==> src/rtl/alu_ctrl_seq.sv <==
// ---------------------------------------------------------------------------
// alu_ctrl_seq
//   Registered, handshaked ALU-control decoder for the ID/EX boundary.
//   Turns ALUOp/funct into an ALU/shifter operation code, a result select
//   (ALU, shifter, HI, LO) and a HI/LO write enable. A `mult` instruction
//   stalls the upstream side for a counted MUL_LAT-cycle multiplier sequence
//   and is then delivered downstream as a single HI/LO write.
//
//   Optional build macro:
//     ALU_CTRL_SRA_EN  - decode sra (000011) and srav (000111) as shifter
//                        ops; without it both codes decode as illegal.
//
//   Reset: rst_i is synchronous and active-low.
// ---------------------------------------------------------------------------
module alu_ctrl_seq #(
    parameter int ALUOP_W = 3,
    parameter int CTRL_W  = 4,
    parameter int MUL_LAT = 4
) (
    input  logic               clk_i,
    input  logic               rst_i,
    // upstream (main decoder)
    input  logic               valid_i,
    output logic               ready_o,
    input  logic [5:0]         funct_i,
    input  logic [ALUOP_W-1:0] ALUOp_i,
    // downstream (EX stage)
    output logic               valid_o,
    input  logic               ready_i,
    output logic [CTRL_W-1:0]  ALUCtrl_o,
    output logic [1:0]         FURslt_o,
    output logic               hilo_we_o,
    output logic               mul_start_o,
    output logic               illegal_o
);

    // -----------------------------------------------------------------------
    // Types and constants
    // -----------------------------------------------------------------------
    typedef enum logic [1:0] {
        S_IDLE = 2'd0,
        S_MUL  = 2'd1,
        S_DONE = 2'd2
    } state_e;

    // Result-select encodings
    localparam logic [1:0] FU_ALU = 2'd0;
    localparam logic [1:0] FU_SHF = 2'd1;
    localparam logic [1:0] FU_HI  = 2'd2;
    localparam logic [1:0] FU_LO  = 2'd3;

    // Operation codes (4-bit, zero-extended to CTRL_W on output)
    localparam logic [3:0] OP_AND  = 4'b0000;
    localparam logic [3:0] OP_OR   = 4'b0001;
    localparam logic [3:0] OP_ADD  = 4'b0010;
    localparam logic [3:0] OP_SLL  = 4'b0011;
    localparam logic [3:0] OP_SRL  = 4'b0100;
    localparam logic [3:0] OP_SUB  = 4'b0110;
    localparam logic [3:0] OP_SLT  = 4'b0111;
    localparam logic [3:0] OP_SLLV = 4'b1011;
    localparam logic [3:0] OP_NOR  = 4'b1100;
    localparam logic [3:0] OP_SRLV = 4'b1101;
    localparam logic [3:0] OP_MULT = 4'b1110;
    localparam logic [3:0] OP_ILL  = 4'b1111;
`ifdef ALU_CTRL_SRA_EN
    localparam logic [3:0] OP_SRA  = 4'b0101;
    localparam logic [3:0] OP_SRAV = 4'b1010;
`endif

    // The multiplier sequence counts MUL_LAT-1 down to 0, then one more
    // cycle to land in DONE, giving accept->valid_o of MUL_LAT+1 cycles.
    localparam logic [3:0] MUL_CNT_INIT = 4'(MUL_LAT - 1);

    typedef struct packed {
        logic [3:0] code;
        logic [1:0] fu;
        logic       illegal;
        logic       is_mult;
    } dec_t;

    // -----------------------------------------------------------------------
    // Decoder helpers
    // -----------------------------------------------------------------------
    function automatic dec_t legal(input logic [3:0] code, input logic [1:0] fu);
        dec_t d;
        d.code    = code;
        d.fu      = fu;
        d.illegal = 1'b0;
        d.is_mult = 1'b0;
        return d;
    endfunction

    function automatic dec_t decode_funct(input logic [5:0] f);
        dec_t d;
        d = '{code: OP_ILL, fu: FU_ALU, illegal: 1'b1, is_mult: 1'b0};
        case (f)
            6'b100000: d = legal(OP_ADD,  FU_ALU);
            6'b100010: d = legal(OP_SUB,  FU_ALU);
            6'b100100: d = legal(OP_AND,  FU_ALU);
            6'b100101: d = legal(OP_OR,   FU_ALU);
            6'b100111: d = legal(OP_NOR,  FU_ALU);
            6'b101010: d = legal(OP_SLT,  FU_ALU);
            6'b000000: d = legal(OP_SLL,  FU_SHF);
            6'b000010: d = legal(OP_SRL,  FU_SHF);
            6'b000100: d = legal(OP_SLLV, FU_SHF);
            6'b000110: d = legal(OP_SRLV, FU_SHF);
`ifdef ALU_CTRL_SRA_EN
            6'b000011: d = legal(OP_SRA,  FU_SHF);
            6'b000111: d = legal(OP_SRAV, FU_SHF);
`endif
            6'b010000: d = legal(OP_ADD,  FU_HI);
            6'b010010: d = legal(OP_ADD,  FU_LO);
            6'b011000: begin
                d = legal(OP_MULT, FU_ALU);
                d.is_mult = 1'b1;
            end
            default:   ;
        endcase
        return d;
    endfunction

    function automatic dec_t decode(input logic [ALUOP_W-1:0] op, input logic [5:0] f);
        dec_t d;
        d = '{code: OP_ILL, fu: FU_ALU, illegal: 1'b1, is_mult: 1'b0};
        case (op)
            ALUOP_W'(3'b000): d = legal(OP_ADD, FU_ALU);   // lw/sw
            ALUOP_W'(3'b001): d = legal(OP_SUB, FU_ALU);   // bne
            ALUOP_W'(3'b010): d = decode_funct(f);         // R-type
            ALUOP_W'(3'b011): d = legal(OP_OR,  FU_ALU);   // ori
            ALUOP_W'(3'b100): d = legal(OP_ADD, FU_ALU);   // addi
            ALUOP_W'(3'b101): d = legal(OP_SLT, FU_ALU);   // slti
            ALUOP_W'(3'b110): d = legal(OP_SUB, FU_ALU);   // beq
            default:          ;                            // 111 and above
        endcase
        return d;
    endfunction

    // -----------------------------------------------------------------------
    // State
    // -----------------------------------------------------------------------
    state_e              state_q,     state_d;
    logic [3:0]          cnt_q,       cnt_d;
    logic                valid_q,     valid_d;
    logic [CTRL_W-1:0]   ctrl_q,      ctrl_d;
    logic [1:0]          fu_q,        fu_d;
    logic                hilo_we_q,   hilo_we_d;
    logic                mul_start_q, mul_start_d;
    logic                illegal_q,   illegal_d;

    dec_t                dec;
    logic                accept;

    // Decode the upstream fields every cycle; only used on accept.
    assign dec    = decode(ALUOp_i, funct_i);
    assign accept = valid_i && ready_o;

    // State register: every flop takes its next-state value or clears on reset.
    // NOTE: sequential state uses non-blocking (<=) so all flops sample the
    // pre-edge values; blocking here would make results depend on statement order.
    always_ff @(posedge clk_i) begin
        if (!rst_i) begin
            // NOTE: every control flop is reset explicitly; there is no storage
            // array here whose reset would be costly, so nothing is left unreset.
            state_q     <= S_IDLE;
            cnt_q       <= 4'd0;
            valid_q     <= 1'b0;
            ctrl_q      <= '0;
            fu_q        <= 2'd0;
            hilo_we_q   <= 1'b0;
            mul_start_q <= 1'b0;
            illegal_q   <= 1'b0;
        end else begin
            state_q     <= state_d;
            cnt_q       <= cnt_d;
            valid_q     <= valid_d;
            ctrl_q      <= ctrl_d;
            fu_q        <= fu_d;
            hilo_we_q   <= hilo_we_d;
            mul_start_q <= mul_start_d;
            illegal_q   <= illegal_d;
        end
    end

    // Next-state logic: handshake, decode capture and the multiply sequence.
    always_comb begin
        // NOTE: every signal gets a default before the case; any path that
        // skipped an assignment would otherwise infer a latch.
        state_d     = state_q;
        cnt_d       = cnt_q;
        valid_d     = valid_q;
        ctrl_d      = ctrl_q;
        fu_d        = fu_q;
        hilo_we_d   = hilo_we_q;
        mul_start_d = 1'b0;
        illegal_d   = illegal_q;

        case (state_q)
            S_IDLE: begin
                if (accept) begin
                    if (dec.is_mult) begin
                        // Nothing is in flight downstream (ready_o needed it
                        // drained), so the output slot goes empty while the
                        // multiplier runs.
                        state_d     = S_MUL;
                        cnt_d       = MUL_CNT_INIT;
                        mul_start_d = 1'b1;
                        valid_d     = 1'b0;
                        ctrl_d      = '0;
                        fu_d        = FU_ALU;
                        illegal_d   = 1'b0;
                        hilo_we_d   = 1'b0;
                    end else begin
                        valid_d     = 1'b1;
                        ctrl_d      = CTRL_W'(dec.code);
                        fu_d        = dec.fu;
                        illegal_d   = dec.illegal;
                        hilo_we_d   = 1'b0;
                    end
                end else if (ready_i) begin
                    // Downstream consumed the result and nothing replaces it.
                    valid_d = 1'b0;
                end
            end

            S_MUL: begin
                if (cnt_q == 4'd0) begin
                    state_d   = S_DONE;
                    valid_d   = 1'b1;
                    ctrl_d    = CTRL_W'(OP_MULT);
                    fu_d      = FU_ALU;
                    illegal_d = 1'b0;
                    hilo_we_d = 1'b1;
                end else begin
                    cnt_d = cnt_q - 4'd1;
                end
            end

            S_DONE: begin
                // Hold the HI/LO write until the EX stage takes it.
                if (ready_i) begin
                    state_d   = S_IDLE;
                    valid_d   = 1'b0;
                    hilo_we_d = 1'b0;
                end
            end

            default: begin
                state_d   = S_IDLE;
                valid_d   = 1'b0;
                hilo_we_d = 1'b0;
            end
        endcase
    end

    // Output logic: upstream ready and the registered downstream fields.
    always_comb begin
        // Accept only when idle and the output slot is empty or draining now;
        // this gives back-to-back transfers with no bubble.
        ready_o     = (state_q == S_IDLE) && (!valid_q || ready_i);
        valid_o     = valid_q;
        ALUCtrl_o   = ctrl_q;
        FURslt_o    = fu_q;
        hilo_we_o   = hilo_we_q;
        mul_start_o = mul_start_q;
        illegal_o   = illegal_q;
    end

endmodule

==> config.mk <==
export PLATFORM = sky130hd
export DESIGN_NAME = alu_ctrl_seq
export DESIGN_NICKNAME = d
export VERILOG_FILES = /design/src/rtl/alu_ctrl_seq.sv
export SDC_FILE = /design/constraint.sdc
export NUM_CORES = 1
export LEC_CHECK = 0
export ABC_AREA = 1
export BUFFER_PORTS_ARGS = -buffer_cell sky130_fd_sc_hd__clkbuf_2
export CORE_ASPECT_RATIO = 0.6
export CORE_MARGIN = 3
export CORE_UTILIZATION = 50
export CTS_CLUSTER_DIAMETER = 150
export DETAILED_ROUTE_END_ITERATION = 8
export GPL_ROUTABILITY_DRIVEN = 0
export PLACE_DENSITY = 0.84
export RECOVER_POWER = 100
export SYNTH_ARGS = -nofsm -noshare
export SYNTH_HDL_FRONTEND = slang
export SYNTH_SLANG_ARGS = --single-unit
==> constraint.sdc <==
create_clock -name clk_i -period 2 [get_ports clk_i]
set_clock_uncertainty 0.15 [all_clocks]
set_input_delay 0.4 -clock clk_i [delete_from_list [all_inputs] [get_ports clk_i]]
set_output_delay 0.4 -clock clk_i [all_outputs]
set_load 0.01 [all_outputs]
[Word level (Yosys, flattened, before mapping)]
Index checks and enable logic that the tools add are counted.
W data, S select, Z words.
Word-level totals
  input bits: 13
  logic and storage cells: 82
  register bits: 16
Operators by class
  reductions and logical operators: 16
  multiplexer cells: 32
  equality and inequality tests: 25
  add/sub/neg operators: 1
Operator list (count)
  $pmux W8 S13: 1
  $pmux W8 S5: 1
  $eq A6 B6 Y1 const B: 6
  $mux W4: 6
  $eq A6 B5 Y1 const B: 3
  $pmux W4 S2: 2
  $mux W2: 7
  $eq A6 B3 Y1 const B: 2
  $mux W1: 10
  $ne A2 B2 Y1 const B: 5
  $eq A3 B3 Y1 const B: 3
  $reduce_and A3 Y1: 3
  $reduce_and A4 Y1: 2
  $eq A3 B2 Y1 const B: 2
  $eq A6 B2 Y1 const B: 1
  $logic_not A6 Y1: 1
  $pmux W1 S3: 2
  $pmux W2 S3: 1
  $logic_not A4 Y1: 1
  $pmux W2 S2: 1
  $reduce_or A2 Y1: 2
  $sub A4 B1 Y4 const B: 1
  $eq A3 B1 Y1 const B: 1
  $logic_not A3 Y1: 1
  other kinds (8): 9

[Depth between registers and ports, before layout]
  depth in word-level cells: 6
  depth in mapped cells: 12
  mapped depth without buffers: 12

[Least setup slack after synthesis]
Ideal clock, no wire load.
  kind: reg-to-reg
  start: reg cnt_q[0]
  end: reg ctrl_q[2], in the netlist ALUCtrl_o[2]
  clock period less this slack: 1.556 ns
  setup time: 0.122 ns
  cell stages (with the launch flop): 9
  arrival: 1.284 ns
  path slack: 0.444 ns
  buffers on the path: 0
  cell sequence: dfxtp_1 -> inv_1 -> ha_1 -> a31oi_4 -> inv_1 -> o21ai_2 -> nor2_2 -> o21ai_0 -> a21oi_2
Between the ends
  word-level cells in the longest chain between the ends: 3
Ends and longest elaborated chain
  start, declared: RTL line 142  | logic [3:0] cnt_q, cnt_d;
  start signal, assigned: RTL line 174  | cnt_q <= cnt_d;
  $logic_not A4 Y1: RTL line 226  | if (cnt_q == 4'd0) begin
  $ne A2 B2 Y1 (no source line)
  $reduce_and A3 Y1 (no source line)
  end signal, assigned: RTL line 176  | ctrl_q <= ctrl_d;
  end, declared: RTL line 144  | logic [CTRL_W-1:0] ctrl_q, ctrl_d;
No other way between the ends.
A chain may end at the register's enable or synchronous reset.

[Worst setup path after layout]
Ends and elaborated chain as after synthesis.

==> run summary <==
status - finished clean
RR Startpoint - cnt_q[0]$_SDFFE_PN0P_
CTS sink cnt - 16
crit start category - flip-flop
worst path required time - 2.04 ns
CTS Buffer Depth - 2
CP cell instances - inv_1 -> ha_1 -> a31oi_4 -> inv_1 -> o21ai_2 -> nor2_1 -> o21ai_0 -> a21oi_2
DIE AREA - 2790 µm²
initial core utilization - 55.8%
antenna viol nets, final - 0
WL/cell - 12.0 µm
Layout Utilization - 64.5%
CP max-delay cell - dfxtp_1
Pleak - 0.641 nW
synth warn - 0
Crit path arrival time - 1.82 ns
CP Class - flip-flop to flip-flop
H-tree levels - 1
hold_sp - ready_i
Max Clk Rate - 561 MHz
Period minus WS final - 1.78 ns
mean area per synthesized cell - 6.44 µm²
Reg clk slew, reported paths - 0.09 ns
crit-path max FO - 4
total wire length - 2.69 mm
largest net degree at the start of global routing - 10
Crit path largest cell delay - 0.36 ns
grt ovf - 0
Cell Rows - 12
Fill cells - 180
Die W - 66.2 µm
Max-slew headroom - 77.9%
Critical Path Sink Type - flip-flop
Hold-fix buffers, CTS - 0
Via-to-Cell Ratio - 5.19
worst vdd ir - 322 µV
synth unique cells - 27
Mapped Cells - 169
worst skew pair latency - 0.29 ns
drt pass-1 iters - 4
CTS resizes - 0
flops & latches, synth - 16
1st-iter DRT viols - 100
P per Cell Area - 534 nW/µm²
first-pass GRT wire length - 4.48 mm
slack of the worst reg-to-reg path - 0.22 ns
total number of vias - 1,163
most frequent cells in the layout - 38 x nand2_1, 27 x inv_1, 21 x nand3_1
IO buf count - 23
clock root buffer - clkbuf_4
fin. max-slew vios - 0
Final Hold Fails - 0
unrepaired setup endpoints after global routing - no
# DRC - 0
diode count - 0
Setup Buffers After CTS - 0
I/O pin count - 24
sequential share of the synthesized area - 29.4%
die height - 42.1 µm
fin nets - 211
Core Region - 1950 µm²
antenna violations before repair - 0
Worst Tran Pin Value - 0.331 ns
detailed placer's ending HPWL - 2.28 mm
most used cell, CP - inv_1
vias in the first global route - 977
maxcap violations - 0
Final period util - 89.1%
cell count of the worst hold path - 4
Hold Path Class - input pin to flip-flop
CTS tree - yes
FF-to-FF path depth - 8
Worst R2R End - ALUCtrl_o[2]$_SDFFE_PN0P_
cts bufs inserted - 3
Crit. Startpoint - cnt_q[0]$_SDFFE_PN0P_
area grow syn2layout - 15.6%
Post-synth top flop - dfxtp_1
most common cell after layout, fill and taps aside - nand2_1
Post-Syn Area - 1090 µm²
EDFF count, synth - 0
share of cells above drive strength 1 - 20.4%
final setup violation count - 0
final setup TNS - 0 ns
Total Routing Usage GR - 21.0%
Net Count, Synth - 183
Min-Delay Endpoint - state_q[1]$_SDFFE_PN0P_
async set-reset flop share out of synthesis - 0%
-- per-layer routing --
metal	GRT usage (%)	wire length [µm]	share of wire, %	vias up
li1	-	-	-	597
met5	0	0	0	-
met3	6.43	246	9.1	4
met2	30.0	1100	41	62
met1	31.0	1310	49	500
met4	3.64	31	1.2	0
-- kinds of logic after synthesis --
logic type	Yosys count	share of synthesized area, %
AOI/OAI and AO/OA	27	16.3
DFF	16	29.4
and+or+nand+nor	92	41.0
adders and majority gates	1	1.15
buffers and inverters	33	12.1
-- where the power goes --
part	internal, mW	switching, mW
Combinational	0.0406	0.0831
Clock	0.111	0.105
Sequential	0.328	0.00476
Total	0.479	0.193
-- cell usage after synthesis (2+ instances only) --
library cell | n | area [µm²]
nand2_1 | 38 | 143
inv_1 | 26 | 97.6
nand3_1 | 21 | 105
dfxtp_1 | 16 | 320
nor2_1 | 13 | 48.8
a21oi_1 | 11 | 55.1
nor2_2 | 10 | 62.6
o21ai_0 | 6 | 30.0
inv_2 | 5 | 18.8
o211ai_1 | 3 | 22.5
o21ai_1 | 3 | 15.0
nand3_2 | 2 | 20.0
-- worst max path at each step --
stage / slack (ns) / endpoint / cells past startpoint
2_1_floorplan: 0.44 / ALUCtrl_o[2]$_SDFFE_PN0P_ / 8
3_3_place_gp: 0.33 / ALUCtrl_o[2]$_SDFFE_PN0P_ / 11
3_5_place_dp: 0.27 / ALUCtrl_o[2]$_SDFFE_PN0P_ / 12
4_1_cts: 0.28 / ALUCtrl_o[2]$_SDFFE_PN0P_ / 8
5_1_grt: 0.07 / ALUCtrl_o[0]$_SDFFE_PN0P_ / 9
6_report: 0.22 / ALUCtrl_o[2]$_SDFFE_PN0P_ / 8
-- layout make-up --
type	instances	area, µm²	area share, %
multi-input combinational	120	634	50.4
tap	28	35.0	2.78
inverter	33	131	10.4
sequential	16	320	25.4
timing repair buffer	23	101	8.05
clock buffer	4	36.3	2.88
-- stage by stage --
stage                     setup WS, ns  instance area, µm²  hold slack, ns  power (mW)  cells
after floorplan                  0.444                1090           0.313       0.418    169
after global placement           0.332                1240           0.298       0.461    220
after detailed placement         0.270                1240           0.304       0.465    220
after CTS                        0.280                1270           0.262       0.675    224
after global routing            0.0702                1260           0.273       0.708    224
final                            0.219                1260           0.262       0.672    224
-- worst max-delay path, delay by kind of cell, from the launching register on --
family | cells | cell delay (ns)
and+or+nand+nor | 1 | 0.13
adders and majority gates | 1 | 0.25
AOI/OAI and AO/OA | 4 | 0.61
buffers and inverters | 2 | 0.16
DFF | 1 | 0.36
-- state kept, by name, summed over array words and instances (netlist names) --
| register | count |
|---|---|
| hilo_we_o | 1 |
| state_q | 2 |
| FURslt_o | 2 |
| cnt_q | 4 |
| illegal_o | 1 |
| mul_start_o | 1 |
| valid_o | 1 |
| ALUCtrl_o | 4 |
Power figures use the tool's default switching activity.
